--- config.mk ---
export PLATFORM = sky130hd
export DESIGN_NAME = serial_to_parallel
export DESIGN_NICKNAME = d
export VERILOG_FILES = /design/src/rtl/serial_to_parallel.sv
export SDC_FILE = /design/constraint.sdc
export NUM_CORES = 1
export LEC_CHECK = 0
export ABC_AREA = 1
export CORE_ASPECT_RATIO = 1.1
export CORE_UTILIZATION = 47
export CTS_CLUSTER_DIAMETER = 200
export DETAILED_ROUTE_END_ITERATION = 7
export MAX_ROUTING_LAYER = met4
export PLACE_DENSITY = 0.71
export SKIP_LAST_GASP = 1
export SLEW_MARGIN = 20
export SYNTH_ARGS = -nofsm -noshare
export SYNTH_HDL_FRONTEND = slang
export SYNTH_SLANG_ARGS = --single-unit
--- constraint.sdc ---
create_clock -name clk -period 3.1 [get_ports clk]
set_input_delay 0.465 -clock clk [delete_from_list [all_inputs] [get_ports clk]]
set_output_delay 0.465 -clock clk [all_outputs]
set_load 0.01 [all_outputs]
--- src/rtl/serial_to_parallel.sv ---
// serial_to_parallel
// Collects a framed serial bitstream into an N-bit word and presents each
// completed word on data_out together with a one-cycle load pulse. It sits
// in front of an N-bit loadable register, so load/data_out map onto that
// register's load/data_in pair. A start strobe in the middle of a frame
// aborts it. The abort is flagged with err and the partial word is dropped.
// All outputs are registered.

module serial_to_parallel #(
   parameter int N         = 8,
   parameter bit MSB_FIRST = 1'b1
) (
   input  logic         clk,
   input  logic         rst,
   input  logic         start,
   input  logic         sin,
   input  logic         sin_en,
   output logic [N-1:0] data_out,
   output logic         load,
   output logic         busy,
   output logic         err
);

   // cnt must represent 0..N-1 in SHIFT. N+1 gives headroom so the compare
   // against N-1 never needs a wider operand.
   localparam int CW = $clog2(N + 1);

   typedef enum logic [1:0] {
      IDLE  = 2'd0,
      SHIFT = 2'd1,
      DONE  = 2'd2
   } state_t;

   state_t          state;
   state_t          state_nxt;

   logic [N-1:0]    shreg;
   logic [N-1:0]    shreg_nxt;
   logic [N-1:0]    shifted;
   logic [CW-1:0]   cnt;
   logic [CW-1:0]   cnt_nxt;
   logic [N-1:0]    data_nxt;
   logic            load_nxt;
   logic            err_nxt;
   logic            busy_nxt;
   logic            last_bit;

   // The bit sampled at the Nth edge completes the word.
   assign last_bit = (cnt == CW'(N - 1));

   // Shift direction decides where the first received bit ends up.
   generate
      if (MSB_FIRST) begin : g_msb_first
         assign shifted = {shreg[N-2:0], sin};
      end else begin : g_lsb_first
         assign shifted = {sin, shreg[N-1:1]};
      end
   endgenerate

   // State register.
   // NOTE: clocked blocks use non-blocking (<=) so every flop samples the
   // pre-edge values of the others. Blocking here would create ordering races.
   always_ff @(posedge clk) begin
      if (rst) begin
         state <= IDLE;
      end else begin
         state <= state_nxt;
      end
   end

   // Next-state logic. A start strobe always wins and opens a fresh frame.
   // NOTE: state_nxt gets a default before the case so that no path leaves
   // it unassigned. Without the default, synthesis would infer a latch.
   always_comb begin
      state_nxt = state;
      unique case (state)
         IDLE: begin
            if (start) state_nxt = SHIFT;
         end
         SHIFT: begin
            if (start) begin
               state_nxt = SHIFT;
            end else if (sin_en && last_bit) begin
               state_nxt = DONE;
            end
         end
         DONE: begin
            state_nxt = start ? SHIFT : IDLE;
         end
         default: state_nxt = IDLE;
      endcase
   end

   // Output / datapath logic. It computes the next value of every registered
   // output and of the shift register and bit counter.
   always_comb begin
      shreg_nxt = shreg;
      cnt_nxt   = cnt;
      data_nxt  = data_out;
      load_nxt  = 1'b0;
      err_nxt   = 1'b0;
      unique case (state)
         IDLE: begin
            if (start) begin
               shreg_nxt = '0;
               cnt_nxt   = '0;
            end
         end
         SHIFT: begin
            if (start) begin
               // Abort: drop the partial word and leave data_out alone.
               shreg_nxt = '0;
               cnt_nxt   = '0;
               err_nxt   = 1'b1;
            end else if (sin_en) begin
               shreg_nxt = shifted;
               if (last_bit) begin
                  data_nxt = shifted;
                  load_nxt = 1'b1;
                  cnt_nxt  = '0;
               end else begin
                  cnt_nxt = cnt + CW'(1);
               end
            end
         end
         DONE: begin
            if (start) begin
               shreg_nxt = '0;
               cnt_nxt   = '0;
            end
         end
         default: begin
            shreg_nxt = '0;
            cnt_nxt   = '0;
         end
      endcase
      busy_nxt = (state_nxt == SHIFT);
   end

   // Datapath and output registers.
   // NOTE: shreg is cleared on reset even though every frame clears it at
   // start. A defined value after reset keeps a discarded partial word from
   // ever being observable.
   always_ff @(posedge clk) begin
      if (rst) begin
         shreg    <= '0;
         cnt      <= '0;
         data_out <= '0;
         load     <= 1'b0;
         err      <= 1'b0;
         busy     <= 1'b0;
      end else begin
         shreg    <= shreg_nxt;
         cnt      <= cnt_nxt;
         data_out <= data_nxt;
         load     <= load_nxt;
         err      <= err_nxt;
         busy     <= busy_nxt;
      end
   end

endmodule

# Yosys cells after proc, flatten, opt, wreduce, memory -nomap -nowiden
# Cells that the tools add are included.
# W data, S select, Z words.
[op_classes]
n_reduce_logical = 7
eq_ne = 6
mux = 16
bitwise = 3
n_addsub = 1
[op_table]
columns = ["op", "n"]
rows = [
  ["$mux W7", 3],
  ["$mux W4", 4],
  ["$pmux W7 S2", 1],
  ["$pmux W4 S2", 1],
  ["$mux W2", 3],
  ["$pmux W2 S3", 1],
  ["$add A4 B1 Y4 const B", 1],
  ["$eq A2 B1 Y1 const B", 2],
  ["$eq A4 B3 Y1 const B", 1],
  ["$reduce_and A4 Y1", 1],
  ["$reduce_or A2 Y1", 2],
  ["$reduce_or A4 Y1", 1],
  ["$mux W1", 3],
  ["$ne A3 B3 Y1 const B", 1],
  ["$not A1 Y1", 3],
  ["$eq A2 B2 Y1 const B", 1],
  ["$logic_not A2 Y1", 1],
  ["$ne A2 B1 Y1 const B", 1],
  ["$reduce_and A2 Y1", 1],
  ["$logic_and A1 B1 Y1", 1],
]
[totals]
input_bits = 5
elab_cells = 40
register_bits = 24

# Depth between registers and ports, before layout
[logic_depth]
word_depth = 6
depth_mapped = 9
ltp_nobuf = 8

# Worst setup path before layout
# OpenSTA, ideal clock, no wires.
[synth_path]
kind = "reg2reg"
from = "register cnt[0]"
to = "register data_out[0]"
path_stages_with_launch = 8
setup_time_ps = 58
path_slack_ps = 1912
n_path_buf = 0
t_arrival_ps = 1130
path_cell_list = "dfxtp_1 > ha_1 > nand2_2 > nor2_4 > nand3_4 > nor2_8 > nand2_1 > nand2_1"
[synth_via]
elab_chain_len = 2
[synth_rtl]
columns = ["element", "line", "rtl"]
rows = [
  ["from (decl)", "40", "logic [CW-1:0] cnt;"],
  ["from (signal assigned)", "154", "cnt <= cnt_nxt;"],
  ["$eq A4 B3 Y1", "49", "assign last_bit = (cnt == CW'(N - 1));"],
  ["$reduce_and A4 Y1 (no source line)", "n/a", ""],
  ["to (signal assigned)", "155", "data_out <= data_nxt;"],
  ["to (decl)", "18", "output logic [N-1:0] data_out,"],
]
# Every way passes these cells.
# A chain may end at the register's enable or synchronous reset.

# Final worst setup path
[layout_path]
from = "register data_out[5]"
to = "output data_out[5]"
# No word-level cell between the ends.

==> flow_summary_export.csv <==
group,metric,value,unit
placement,dp_hpwl,1300,um
logic_synthesis,synth-xor-area-share,0,
critical_path,critPathRequiredTime,2.63,ns
floorplan,coreArea,2060,sq um
critical_path,arrival,1.21,ns
logic_synthesis,synthSimpleGateAreaFrac,0.386,
logic_synthesis,synthTopCellsByArea,"dfxtp_1 (46%), nand2_1 (16%), nor2_1 (7.5%)",
critical_path,worstSetupPathType,"register to output port",
critical_path,worst_setup_path_start_kind,"register",
logic_synthesis,yosysTopAreaCellShare,0.457,
clock_network,root_buffer,"clkbuf_4",
global_route,grt_pass1_wl,2920,um
critical_path,slowest_delay,0.54,ns
placement,dp_slack,1.14,ns
critical_path,slowest_stage,"clkdlybuf4s50_1",
run,drv_cap,0,
clock_network,htree_levels,1,
finish,antenna_cells,0,
clock_network,post-cts-setup-buffers,0,
sta,rsz0062_at_grt,"no",
critical_path,cp_cell_sequence,"clkdlybuf4s50_1",
clock_network,tritoncts.num_buffers,3,
finish,area_growth_syn_to_layout,17.7,%
worst_hold_path,min_path_type,"register to register",
finish,fillCellCount,202,
routing,wl_met1,808,um
logic_synthesis,synth_top_area_cell,"dfxtp_1",
critical_path,worstReg2RegStart,"cnt[0]",
floorplan,die_y,51.6,um
sta,tns,0,ns
sta,fin_ws,1.43,ns
routing,dr_wl_met3,48,um
global_route,grt_max_degree,21,
power,p_leak,0.547,nW
global_route,gr-total-overflow,0,
critical_path,cp_max_fo,2,
routing,avgRoutedWirePerCell,9.49,um
sta,setup_violations,0,
critical_path,critical-path-top-delay-family,"buffers and inverters",
sta,finalHoldViolations,0,
clock_network,postCtsResizedCells,0,
sta,slew_headroom,0.765,
worst_hold_path,worstHoldStart,"shreg[3]",
clock_network,hold_buffers,0,
global_route,grt_usage,0.172,
floorplan,ios,16,
clock_network,cts_tree,"yes",
logic_synthesis,syn_inst,145,
worst_hold_path,hold_end,"data_out[4]",
outcome,outcome,"completed",
routing,highest_layer,"met4",
sta,timing.final.crit_period,1.67,ns
critical_path,r2r-end,"data_out[1]",
placement,place.gp.congestion,0.827,
critical_path,worst_setup_path_end_kind,"output port",
power,p_per_area,447,nW/um^2
power,vdd_drop_max,327,uV
routing,drt_first_pass_iters,4,
logic_synthesis,synth_top_family_by_area,"simple AND/OR/NAND/NOR gates",
placement,portBuffers,15,
floorplan,die_w,47.1,um
logic_synthesis,synth_mux_area_frac,0,
floorplan,die-area,2430,sq um
clock_network,clk_pin_slew,0.13,ns
finish,drive_above_1_share,0.0938,
logic_synthesis,synth_cell_type_count,20,
logic_synthesis,syn_avg_cell_area,7.25,sq um
routing,routed_wl,1780,um
sta,layout_worst_path_cycle_share,0.539,
routing,route.detailed.drc,0,
floorplan,start_util,0.509,
floorplan,row_count,17,
logic_synthesis,synth_area,1050,sq um
worst_hold_path,holdPathStages,2,
critical_path,timing.reg2reg.setup_slack,1.71,ns
logic_synthesis,synth-compound-area-share,0.0476,
routing,viasPerCell,4.77,
clock_network,cts_buffer_depth,2,
routing,vias,897,
finish,fin_nets,167,
logic_synthesis,seq_area_frac_synth,0.457,
clock_network,clock_latency,0.30,ns
critical_path,crit_buf_inv,1,
logic_synthesis,synth_seq_cells,24,
routing,wl_met2,909,um
sta,worst_clock_skew,0.00200,ns
sta,worst_pin_slew,0.352,ns
logic_synthesis,ys.warnings.count,0,
clock_network,numClockSinks,24,
global_route,antenna_found_initial,0,
critical_path,r2r.worst_path.cells,7,
sta,slew_viol_final,0,
logic_synthesis,synthAdderAreaFrac,0.0119,
logic_synthesis,syn-num-nets,151,
routing,antenna_left,0,
sta,fmax,0.599,GHz
routing,drt_iter0_markers,25,
global_route,grt_pass1_vias,741,
-- report_power, final --
part	total (mW)	leakage, nW	internal, mW	switching (mW)
registers	0.328	0.196	0.320	0.00853
clock network	0.163	0.0210	0.0716	0.0917
logic	0.0611	0.330	0.0231	0.0380
total	0.553	0.547	0.415	0.138
-- placed cells by master (no fill, tap or decap), types with 2 or more instances in the layout --
master           netlist  routed
nor2_4                 2       2
dfxtp_1               24      24
nand2_1               44      44
nand3_1               11      11
clkdlybuf4s50_1        0      15
clkbuf_4               0       3
nor3_1                 3       3
nor2_1                21      21
inv_1                 15      15
inv_2                  3       3
a21oi_1                8       8
nor2_2                 2       2
nand2_2                2       2
-- worst max-delay path by stage --
| stage | slack [ns] | startpoint | depth (start not counted) | endpoint |
|---|---|---|---|---|
| 2_1_floorplan | 1.91 | cnt[0] | 7 | data_out[0] |
| 5_1_grt | 1.37 | start | 6 | data_out[0] |
| 3_3_place_gp | 1.16 | start | 6 | data_out[4] |
| 4_1_cts | 1.41 | data_out[5] | 1 | data_out[5] |
| 3_5_place_dp | 1.14 | start | 6 | data_out[4] |
| 6_report | 1.43 | data_out[5] | 1 | data_out[5] |
-- per-layer routing --
metal  up-vias  GRT usage
met5         -          -
met1       408      0.215
li1        478          -
met4         0     0.0762
met3         2     0.0313
met2         9      0.266
-- cells in the mapped netlist (all sizes together) --
cell type	instances
a21oi	8
buf	4
dfxtp	24
ha	1
inv	18
nand2	46
nand3	12
nand4	1
nor2	26
nor3	3
o21ai	2
-- cell families after synthesis --
family | count (synthesis)
AO/OA/AOI/OAI | 10
adder cells (fa/ha/maj) | 1
buffers and inverters | 22
flip-flops | 24
AND/OR/NAND/NOR | 88
-- sequential cells by signal (all words and copies together) (netlist names) --
signal and count:
busy 1, cnt 4, data_out 8, err 1, load 1, shreg 7
state 2
-- final cells by class --
type,count,area (sq um),share of cell area
multi-input cells,99,468,0.378
clock buffers,4,36.3,0.0293
well taps,28,35.0,0.0283
inverters,18,67.6,0.0546
flip-flops and latches,24,480,0.388
repair buffers,15,150,0.121
-- through the flow --
step	util	area [sq um]	std cells	hold slack (ns)	power, mW
finish	0.600	1240	188	0.477	0.553
global route	0.600	1240	188	0.501	0.583
CTS	0.600	1240	188	0.478	0.559
detailed placement	0.582	1200	184	0.462	0.397
global placement	0.582	1200	184	0.457	0.395
floorplan	-	1050	145	0.439	0.383
Note: power is estimated with default switching activity, not from simulation.
